--- src/rtl/mem_ss_csr_regfile.sv ---
// mem_ss_csr_regfile
//   CSR register file for the memory subsystem, parametrised for NUM_CH
//   channels, presented to the host CSR fabric as a 32-bit Avalon-MM slave.
//   CSR group (at CSR_OFFSET): VERSION, FEAT_LIST, FEAT_LIST_2, IF_ATTR,
//   SCRATCH, STATUS and CH_ATTR[0..7].
//   EFFMON group (at EFFMON_OFFSET): CTRL, CYCLES, WR_BEATS[c], RD_BEATS[c].
//
//   Optional feature macro: MEM_SS_CSR_EFFMON_EN
//     defined   -> efficiency monitor counters and CTRL are built
//     undefined -> EFFMON group reads 0, writes ignored, beat strobes unused
//
// Ports:
//   clk, rst_n                 single clock, synchronous active-low reset
//   avmm_*                     Avalon-MM slave (byte address, bits [1:0] ignored)
//   cal_success / cal_fail     per-channel calibration status, asynchronous
//   ch_wr_beat / ch_rd_beat    per-channel one-cycle beat strobes
//
// Handshake: a read or write is accepted on a clk edge where it is asserted
// and avmm_waitrequest is 0. An accepted read returns avmm_readdata with
// avmm_readdatavalid high in the following cycle; one read per cycle, fully
// pipelined. A simultaneous read and write applies the write and returns the
// pre-write value.
module mem_ss_csr_regfile #(
  parameter int                NUM_CH           = 1,
  parameter int                ADDR_W           = 16,
  parameter logic [ADDR_W-1:0] CSR_OFFSET       = 16'h6000,
  parameter logic [ADDR_W-1:0] EFFMON_OFFSET    = 16'h1000,
  parameter logic [15:0]       MAJ_VER          = 16'h1,
  parameter logic [7:0]        MIN_VER          = 8'h0,
  parameter logic [7:0]        MEM_TYPE         = 8'h1,
  parameter logic [1:0]        IF_TYPE          = 2'h0,
  parameter logic              AUTO_PRECHARGE   = 1'b1,
  parameter logic [2:0]        NUM_USR_POOLS    = 3'h1,
  parameter logic [3:0]        NUM_WR_CPY       = 4'h1,
  parameter logic [3:0]        RDY_LATENCY      = 4'h3,
  parameter logic              EFFMON_START_RST = 1'b1
) (
  input  logic              clk,
  input  logic              rst_n,
  input  logic [ADDR_W-1:0] avmm_address,
  input  logic              avmm_read,
  input  logic              avmm_write,
  input  logic [31:0]       avmm_writedata,
  input  logic [3:0]        avmm_byteenable,
  output logic              avmm_waitrequest,
  output logic [31:0]       avmm_readdata,
  output logic              avmm_readdatavalid,
  input  logic [NUM_CH-1:0] cal_success,
  input  logic [NUM_CH-1:0] cal_fail,
  input  logic [NUM_CH-1:0] ch_wr_beat,
  input  logic [NUM_CH-1:0] ch_rd_beat
);

  localparam int WA = ADDR_W - 2;

  localparam logic [31:0] VERSION_VAL   = {MAJ_VER, MIN_VER, 8'h0};
  localparam logic [31:0] FEAT_LIST_VAL = {8'h0, MEM_TYPE, 14'h0, IF_TYPE};
  localparam logic [31:0] FEAT_2_VAL    = {28'h0, 4'(NUM_CH)};
  localparam logic [31:0] CH_ATTR_VAL   = {4'h0, AUTO_PRECHARGE, NUM_USR_POOLS,
                                           NUM_WR_CPY, 16'h0, RDY_LATENCY};

  // Word index of a group-relative byte offset.
  function automatic logic [WA-1:0] wa(input logic [11:0] byte_off);
    return WA'(byte_off >> 2);
  endfunction

  logic              rd_acc;
  logic              wr_acc;
  logic [ADDR_W-1:0] csr_off;
  logic [WA-1:0]     csr_word;
  logic [2:0]        ch_idx;
  logic [31:0]       scratch;
  logic [31:0]       rd_mux;
  logic [31:0]       status_val;
  logic [NUM_CH-1:0] succ_m, succ_s, fail_m, fail_s;
  logic              unused_ok;

  assign rd_acc   = avmm_read  & ~avmm_waitrequest;
  assign wr_acc   = avmm_write & ~avmm_waitrequest;
  // Wrapping subtraction: only addresses inside the group land on small offsets.
  assign csr_off  = avmm_address - CSR_OFFSET;
  assign csr_word = csr_off[ADDR_W-1:2];
  assign ch_idx   = csr_off[4:2];

  assign status_val = 32'(succ_s) | (32'(fail_s) << 16);

  // waitrequest is held for the first cycle out of reset, then never again.
  always_ff @(posedge clk) begin
    if (!rst_n) avmm_waitrequest <= 1'b1;
    else        avmm_waitrequest <= 1'b0;
  end

  // Two-flop synchronisers for the asynchronous calibration status.
  always_ff @(posedge clk) begin
    if (!rst_n) begin
      succ_m <= '0;
      succ_s <= '0;
      fail_m <= '0;
      fail_s <= '0;
    end else begin
      succ_m <= cal_success;
      succ_s <= succ_m;
      fail_m <= cal_fail;
      fail_s <= fail_m;
    end
  end

  always_ff @(posedge clk) begin
    if (!rst_n) begin
      scratch <= '0;
    end else if (wr_acc && csr_word == wa(12'h020)) begin
      for (int b = 0; b < 4; b++) begin
        if (avmm_byteenable[b]) scratch[8*b +: 8] <= avmm_writedata[8*b +: 8];
      end
    end
  end

`ifdef MEM_SS_CSR_EFFMON_EN
  logic [ADDR_W-1:0] eff_off;
  logic [ADDR_W-1:0] beat_off;
  logic [WA-1:0]     eff_word;
  logic              beat_hit;
  logic [2:0]        beat_ch;
  logic              beat_rd;
  logic              ctrl_wr;
  logic              start;
  logic [31:0]       cycles;
  logic [31:0]       wr_beats [NUM_CH];
  logic [31:0]       rd_beats [NUM_CH];

  assign eff_off  = avmm_address - EFFMON_OFFSET;
  assign eff_word = eff_off[ADDR_W-1:2];
  // Beat registers start at 0x10, two words per channel: WR then RD.
  assign beat_off = eff_off - ADDR_W'('h10);
  assign beat_hit = (beat_off[ADDR_W-1:6] == '0);
  assign beat_ch  = beat_off[5:3];
  assign beat_rd  = beat_off[2];
  assign ctrl_wr  = wr_acc && eff_word == wa(12'h000) && avmm_byteenable[0];

  // CLEAR is applied at the accepting edge so counters read 0 from the next
  // cycle on; it overrides any increment sampled at that same edge.
  always_ff @(posedge clk) begin
    if (!rst_n) begin
      start  <= EFFMON_START_RST;
      cycles <= '0;
      for (int c = 0; c < NUM_CH; c++) begin
        wr_beats[c] <= '0;
        rd_beats[c] <= '0;
      end
    end else begin
      if (ctrl_wr) start <= avmm_writedata[0];
      if (ctrl_wr && avmm_writedata[1]) begin
        cycles <= '0;
        for (int c = 0; c < NUM_CH; c++) begin
          wr_beats[c] <= '0;
          rd_beats[c] <= '0;
        end
      end else if (start) begin
        if (cycles != '1) cycles <= cycles + 32'd1;
        for (int c = 0; c < NUM_CH; c++) begin
          if (ch_wr_beat[c] && wr_beats[c] != '1) wr_beats[c] <= wr_beats[c] + 32'd1;
          if (ch_rd_beat[c] && rd_beats[c] != '1) rd_beats[c] <= rd_beats[c] + 32'd1;
        end
      end
    end
  end

  assign unused_ok = ^{eff_off[1:0], beat_off[1:0]};
`else
  assign unused_ok = ^{ch_wr_beat, ch_rd_beat, EFFMON_OFFSET, EFFMON_START_RST};
`endif

  always_comb begin
    rd_mux = '0;
    if      (csr_word == wa(12'h000)) rd_mux = VERSION_VAL;
    else if (csr_word == wa(12'h004)) rd_mux = FEAT_LIST_VAL;
    else if (csr_word == wa(12'h008)) rd_mux = FEAT_2_VAL;
    else if (csr_word == wa(12'h020)) rd_mux = scratch;
    else if (csr_word == wa(12'h050)) rd_mux = status_val;
    else if (csr_word >= wa(12'h100) && csr_word <= wa(12'h11C)) begin
      if ({29'd0, ch_idx} < 32'(NUM_CH)) rd_mux = CH_ATTR_VAL;
    end
`ifdef MEM_SS_CSR_EFFMON_EN
    if      (eff_word == wa(12'h000)) rd_mux = {31'd0, start};
    else if (eff_word == wa(12'h004)) rd_mux = cycles;
    else if (beat_hit) begin
      for (int c = 0; c < NUM_CH; c++) begin
        if (beat_ch == 3'(c)) rd_mux = beat_rd ? rd_beats[c] : wr_beats[c];
      end
    end
`endif
  end

  always_ff @(posedge clk) begin
    if (!rst_n) begin
      avmm_readdatavalid <= 1'b0;
      avmm_readdata      <= '0;
    end else begin
      avmm_readdatavalid <= rd_acc;
      if (rd_acc) avmm_readdata <= rd_mux;
    end
  end

endmodule

--- config.mk ---
export PLATFORM = sky130hd
export DESIGN_NAME = mem_ss_csr_regfile
export DESIGN_NICKNAME = d
export VERILOG_FILES = /design/src/rtl/mem_ss_csr_regfile.sv
export SDC_FILE = /design/constraint.sdc
export NUM_CORES = 1
export LEC_CHECK = 0
export ABC_AREA = 0
export BUFFER_PORTS_ARGS = -buffer_cell sky130_fd_sc_hd__clkbuf_2
export CORE_MARGIN = 1
export CORE_UTILIZATION = 50
export DETAILED_ROUTE_END_ITERATION = 10
export PLACE_DENSITY = 0.78
export SYNTH_ARGS = -nofsm -noshare
export SYNTH_HDL_FRONTEND = slang
export SYNTH_SLANG_ARGS = --single-unit
--- constraint.sdc ---
create_clock -name clk -period 2.6 [get_ports clk]
set_input_delay 0.26 -clock clk [delete_from_list [all_inputs] [get_ports clk]]
set_output_delay 0.26 -clock clk [all_outputs]
set_load 0.02 [all_outputs]
---- After elaboration in Yosys (flattened, before gate mapping) ----
Index checks and enable logic that the tools add are counted.
storage, ports and cells
  logic and storage cells ................. 38
  bits in registers ....................... 70
  bits of input ports ..................... 60
  output and inout port bits .............. 34
cells by class
  bitwise logic cells ..................... 4
  reductions and logical operators ........ 7
  add/sub/neg operators ................... 1
  mux-type cells .......................... 8
  $lt $le $gt $ge ......................... 3
  eq/ne operators ......................... 4
operators by type and width
  cell                                                                                count
  32-bit 2-to-1 mux                                                                   4
  28-bit 2-to-1 mux                                                                   3
  1-bit by 17-bit bitwise OR with 17-bit output                                       1
  16-bit by 15-bit subtractor with 16-bit output (second input constant)              1
  14-bit by 1-bit == test with 1-bit output (second input constant)                   1
  14-bit by 2-bit == test with 1-bit output (second input constant)                   1
  14-bit by 4-bit == test with 1-bit output (second input constant)                   1
  14-bit by 5-bit == test with 1-bit output (second input constant)                   1
  14-bit by 7-bit >= comparator with 1-bit output (second input constant)             1
  14-bit by 7-bit less-or-equal comparator with 1-bit output (second input constant)  1
  14-bit logical NOT                                                                  1
  2-bit AND reduction                                                                 4
  3-bit by 1-bit < comparator with 1-bit output (second input constant)               1
  1-bit AND                                                                           2
  1-bit logical AND                                                                   2
  1-bit 2-to-1 mux                                                                    1
  1-bit inverter                                                                      1

---- Depth between registers and ports, before layout ----
  word-level depth ........................ 9
  gate-level depth with buffers ........... 6
  mapped depth without buffers ............ 5

---- Least setup slack after synthesis ----
OpenSTA, ideal clock, no wires.
  kind .................................... in2reg
  start ................................... input avmm_address[13]
  end ..................................... register avmm_readdata[27]
  stages .................................. 6
  arrival ................................. 1921 ps
  data required time ...................... 2514 ps
  path slack .............................. 593 ps
  buffers on the path ..................... 1
  library setup time ...................... 86 ps
  path through ............................ ha_1 -> or3b_1 -> nor4b_4 -> buf_6 -> nand3_4 -> a221oi_2
between the ends
  longest elaborated chain between the ends .. 9
  elaborated cells between the ends (all ways) .. 15
  classes of those cells .................. add/sub (1); order compare (2); eq/ne (4); mux (6); reduce/logical (2)
ends and longest elaborated chain
  item                                                                                                                                  RTL line  RTL
  from (decl)                                                                                                                           40        input logic [ADDR_W-1:0] avmm_address,
  16-bit by 15-bit subtractor with 16-bit output (*)                                                                                    81        assign csr_off = avmm_address - CSR_OFFSET;
  14-bit by 7-bit >= comparator with 1-bit output / 14-bit by 7-bit less-or-equal comparator with 1-bit output (equally long branches)  180       else if (csr_word >= wa(12'h100) && csr_word <= wa(12'h11C)) begin
  1-bit logical AND                                                                                                                     180
  28-bit 2-to-1 mux                                                                                                                     180
  28-bit 2-to-1 mux                                                                                                                     179       else if (csr_word == wa(12'h050)) rd_mux = status_val;
  32-bit 2-to-1 mux                                                                                                                     178       else if (csr_word == wa(12'h020)) rd_mux = scratch;
  32-bit 2-to-1 mux                                                                                                                     177       else if (csr_word == wa(12'h008)) rd_mux = FEAT_2_VAL;
  32-bit 2-to-1 mux                                                                                                                     176       else if (csr_word == wa(12'h004)) rd_mux = FEAT_LIST_VAL;
  32-bit 2-to-1 mux (*)                                                                                                                 175       if (csr_word == wa(12'h000)) rd_mux = VERSION_VAL;
  to (signal assigned)                                                                                                                  200       if (rd_acc) avmm_readdata <= rd_mux;
  to (decl)                                                                                                                             46        output logic [31:0] avmm_readdata,
Mark *: on every way between the ends. The rest lies on a longest branch, timed or not.
A chain may end at the register's enable or synchronous reset.

---- Final worst setup path ----
  start ................................... input avmm_address[13]
  end ..................................... register scratch[24]
between the ends
  longest elaborated chain between the ends .. 4
ends and longest elaborated chain
  item                                            RTL line  RTL
  16-bit by 15-bit subtractor with 16-bit output  81
  14-bit by 4-bit == test with 1-bit output       111       end else if (wr_acc && csr_word == wa(12'h020)) begin
  1-bit logical AND                               111
  2-bit AND reduction (no source line)            n/a
  to (signal, indexed assignment)                 113       if (avmm_byteenable[b]) scratch[8*b +: 8] <= avmm_writedata[8*b +: 8];
  to (decl)                                       72        logic [31:0] scratch;
Every way passes these cells.

==> run_summary.xml <==
<?xml version="1.0" encoding="UTF-8"?>
<metrics>
  <group name="run_status">
    <metric name="outcome" unit="">complete, no violations</metric>
  </group>
  <group name="critical_path">
    <metric name="critical_path.reg2reg.startpoint" unit="">avmm_waitrequest</metric>
    <metric name="endpoint_kind" unit="">flip-flop</metric>
    <metric name="worst-path-buf-inv" unit="">2</metric>
    <metric name="worstPathMaxFanout" unit="">35</metric>
    <metric name="element_type_at_the_critical_path_start" unit="">input port</metric>
    <metric name="critical_path.slowest_cell" unit="">sky130_fd_sc_hd__or3b_1</metric>
    <metric name="r2r_cells" unit="">4</metric>
    <metric name="worstPathArrival" unit="ps">2090</metric>
    <metric name="required" unit="ps">2820</metric>
    <metric name="timing.critical_path.max_delay_family" unit="">simple AND/OR/NAND/NOR gates</metric>
    <metric name="worst_flop_to_flop_path_endpoint" unit="">avmm_readdata[7]</metric>
    <metric name="crit_path_max_incr_delay" unit="ps">410</metric>
    <metric name="critPathKind" unit="">input port to flip-flop</metric>
    <metric name="critical_path.cell_chain" unit="">clkbuf_2 -&gt; ha_1 -&gt; or3b_1 -&gt; nor4b_4 -&gt; buf_12 -&gt; nand3_2 -&gt; mux2i_1</metric>
    <metric name="r2r_slack" unit="ps">980</metric>
  </group>
  <group name="yosys">
    <metric name="ranking_of_synthesized_cells_by_instance_count" unit="">sky130_fd_sc_hd__nand2_1, sky130_fd_sc_hd__dfxtp_1, sky130_fd_sc_hd__mux2i_1</metric>
    <metric name="synthesis.area_per_instance" unit="um^2">8.91</metric>
    <metric name="ys_seq_elements" unit="">70</metric>
    <metric name="synth_edf_count" unit="">0</metric>
    <metric name="post-synth-top-area-fraction" unit="%">48.8</metric>
    <metric name="synth_nets" unit="">383</metric>
    <metric name="synthCells" unit="">322</metric>
    <metric name="synth_area" unit="um^2">2870</metric>
    <metric name="yosys_warnings" unit="">0</metric>
    <metric name="synth-seq-area-share" unit="%">48.8</metric>
    <metric name="post_synth_main_area_contributors" unit="">sky130_fd_sc_hd__dfxtp_1, sky130_fd_sc_hd__nand2_1, sky130_fd_sc_hd__mux2i_1</metric>
    <metric name="synthDistinctLibCells" unit="">33</metric>
    <metric name="synth_async_sr_flop_share" unit="%">0</metric>
    <metric name="yosysMostFrequentCell" unit="">sky130_fd_sc_hd__nand2_1</metric>
    <metric name="most_frequently_used_flop_master_after_synthesis" unit="">sky130_fd_sc_hd__dfxtp_1</metric>
    <metric name="netlist.top_cell.by_area" unit="">sky130_fd_sc_hd__dfxtp_1</metric>
  </group>
  <group name="floorplanning">
    <metric name="core_region_area" unit="um^2">5510</metric>
    <metric name="dieArea" unit="um^2">6050</metric>
    <metric name="chipHeight" unit="um">77.8</metric>
    <metric name="dieWidth" unit="um">77.8</metric>
    <metric name="starting_utilization_of_the_core_area" unit="%">52.1</metric>
    <metric name="pin_count" unit="">94</metric>
    <metric name="num_rows" unit="">27</metric>
  </group>
  <group name="sta">
    <metric name="drv_slew" unit="">0</metric>
    <metric name="fin_worst_skew" unit="ps">3.32</metric>
    <metric name="period_share" unit="%">71.9</metric>
    <metric name="timing.slew.headroom" unit="%">52.6</metric>
    <metric name="achievable-frequency" unit="GHz">0.535</metric>
    <metric name="grt_setup_unrepaired" unit="">no</metric>
    <metric name="setup-violations-final" unit="">0</metric>
    <metric name="setup-tns-final" unit="ps">0</metric>
    <metric name="hold_viol" unit="">0</metric>
    <metric name="tightestPinTransition" unit="ps">711</metric>
    <metric name="final.min_clock_period" unit="ps">1870</metric>
  </group>
  <group name="clocking">
    <metric name="cts_made_buffers" unit="">9</metric>
    <metric name="cts_tree" unit="">built</metric>
    <metric name="cts.clk_slew.worst_paths" unit="ps">70</metric>
    <metric name="cts_max_level" unit="">3</metric>
    <metric name="clock_insertion_delay_worst_skew" unit="ps">340</metric>
    <metric name="post-cts-setup-buffers" unit="">0</metric>
    <metric name="cts_num_sinks" unit="">70</metric>
    <metric name="clock-root-buffer" unit="">sky130_fd_sc_hd__clkbuf_8</metric>
    <metric name="cts.hold.buffers_added" unit="">0</metric>
    <metric name="clk_path_buf_depth" unit="">2</metric>
    <metric name="ctsResizeCount" unit="">0</metric>
  </group>
  <group name="final_layout">
    <metric name="finalCoreUtilization" unit="%">65.1</metric>
    <metric name="nNetsFinal" unit="">466</metric>
    <metric name="fillers" unit="">476</metric>
    <metric name="finish.cell_count_without_fillers" unit="">482</metric>
    <metric name="layout-drive-gt1-share" unit="%">31.0</metric>
    <metric name="syn_to_final_growth" unit="%">24.8</metric>
    <metric name="layout.cell_area.non_filler" unit="um^2">3580</metric>
    <metric name="insertedDiodeCount" unit="">0</metric>
  </group>
  <group name="drt">
    <metric name="avgRoutedWirePerCell" unit="um">14.0</metric>
    <metric name="postRouteAntennaNets" unit="">0</metric>
    <metric name="vias" unit="">2592</metric>
    <metric name="drt-pass1-iter-count" unit="">4</metric>
    <metric name="routed_via_density" unit="">5.38</metric>
    <metric name="initialDrtViolationCount" unit="">128</metric>
    <metric name="post-route-drc-count" unit="">0</metric>
    <metric name="postRouteWirelength" unit="mm">6.75</metric>
  </group>
  <group name="placement">
    <metric name="portBuffers" unit="">89</metric>
    <metric name="dp_cell_count" unit="">466</metric>
    <metric name="postPlaceCellArea" unit="um^2">3370</metric>
    <metric name="gpl.final_weighted_congestion" unit="">0.822</metric>
    <metric name="place_hpwl" unit="mm">4.56</metric>
  </group>
  <group name="power_and_ir_drop">
    <metric name="p_clk_share" unit="%">42.5</metric>
    <metric name="netSwitchingFraction" unit="%">23.0</metric>
    <metric name="leakage" unit="nW">1.64</metric>
    <metric name="cellPowerDensity" unit="nW/um^2">588</metric>
    <metric name="max_rail_drop_vdd" unit="mV">0.301</metric>
    <metric name="netSwitchingPower" unit="W">0.000484</metric>
    <metric name="sequentialPowerShare" unit="%">51.2</metric>
    <metric name="internal-power" unit="W">0.00162</metric>
    <metric name="comb_power_share" unit="%">6.3</metric>
  </group>
  <group name="global_routing">
    <metric name="grt.overflow.total" unit="">0</metric>
    <metric name="number_of_antenna_violations_at_the_first_check_in_global_routing" unit="">0</metric>
    <metric name="wire_length_of_the_first_global_routing_pass" unit="mm">10.9</metric>
    <metric name="grt.total_usage" unit="%">23.3</metric>
    <metric name="vias_in_the_first_global_route" unit="">2425</metric>
    <metric name="grt_max_degree" unit="">71</metric>
  </group>
  <group name="hold_path">
    <metric name="worst_hold_path.endpoint" unit="">succ_m</metric>
    <metric name="hold_path_class" unit="">input port to flip-flop</metric>
    <metric name="min_from" unit="">cal_success</metric>
    <metric name="hold_path_depth" unit="">2</metric>
  </group>
  <group name="flow_run">
    <metric name="max-cap-violations" unit="">0</metric>
  </group>
</metrics>
==> area by class of cell <==
cell class	instances	area [um^2]	share of cell area, %
Sequential cell	70	1400	39.1
Inverter	1	3.75	0.105
Timing Repair Buffer	97	518	14.5
Multi-Input combinational cell	226	1360	38.0
Clock buffer	11	151	4.22
Clock inverter	5	57.6	1.61
Tap cell	72	90.1	2.51
==> power groups by stage <==
| stage | logic, W | clock network, W | registers, W |
|---|---|---|---|
| after detailed placement | 0.000132 | 0 | 0.00110 |
| after CTS | 0.000133 | 0.000907 | 0.00108 |
| after global routing | 0.000147 | 0.000961 | 0.00108 |
| final | 0.000133 | 0.000897 | 0.00108 |
| after global placement | 0.000130 | 0 | 0.00110 |
| after floorplan | 0.0000649 | 0 | 0.00111 |
==> how the worst max path moves through the flow <==
stage / start / endpoint / depth (start not counted)
after floorplan: avmm_address[13] / avmm_readdata[27] / 6
after global placement: avmm_address[13] / scratch[30] / 7
after detailed placement: avmm_address[13] / scratch[26] / 7
after CTS: avmm_address[13] / scratch[26] / 7
after global routing: avmm_address[13] / scratch[28] / 7
final: avmm_address[13] / scratch[24] / 7
==> kinds of logic (layout without fill, tap and decap cells) <==
kind of cell / after synthesis / after routing / share of synthesized area (%)
AOI/OAI and AO/OA: 40 / 40 / 8.72
xor gates and xnor gates: 2 / 2 / 0.610
adders and majority gates: 1 / 1 / 0.436
buffers and inverters: 26 / 114 / 3.92
DFF: 70 / 70 / 48.8
muxes: 32 / 32 / 11.2
and+or+nand+nor: 151 / 151 / 26.3
==> through the flow <==
step | hold WS, ps | worst slack, ps | total power, W
after floorplan | 387 | 593 | 0.00117
after global placement | 416 | 416 | 0.00123
after detailed placement | 422 | 368 | 0.00124
after CTS | 115 | 728 | 0.00212
after global routing | 134 | 646 | 0.00219
final | 123 | 732 | 0.00211
==> layout by cell type (no fill, tap or decap), drive strengths merged, types with 2 or more instances in the layout <==
cell type,synthesis,layout
a31oi,2,2
xnor2,2,2
nor3,2,2
nand4,27,27
nand3,6,6
nor2b,3,3
a221oi,4,4
buf,9,8
dfxtp,70,70
nand2,95,95
clkbuf,16,100
mux2i,32,32
a21oi,31,31
and2,5,5
clkinvlp,0,3
nor2,4,4
==> registers in the layout, indices dropped and copies added, names as in the netlist <==
register            flops
fail_s                  1
avmm_readdata          32
fail_m                  1
succ_m                  1
avmm_readdatavalid      1
succ_s                  1
scratch                32
avmm_waitrequest        1
==> layer usage <==
layer / part of all wire (%) / up-vias / global-route usage, %
met5: 0 / - / 0
met4: 1.7 / 0 / 10.0
met3: 6.0 / 16 / 4.94
met2: 48 / 98 / 40.1
met1: 44 / 1194 / 27.9
li1: - / 1284 / -
(Power assumes the default switching activity.)
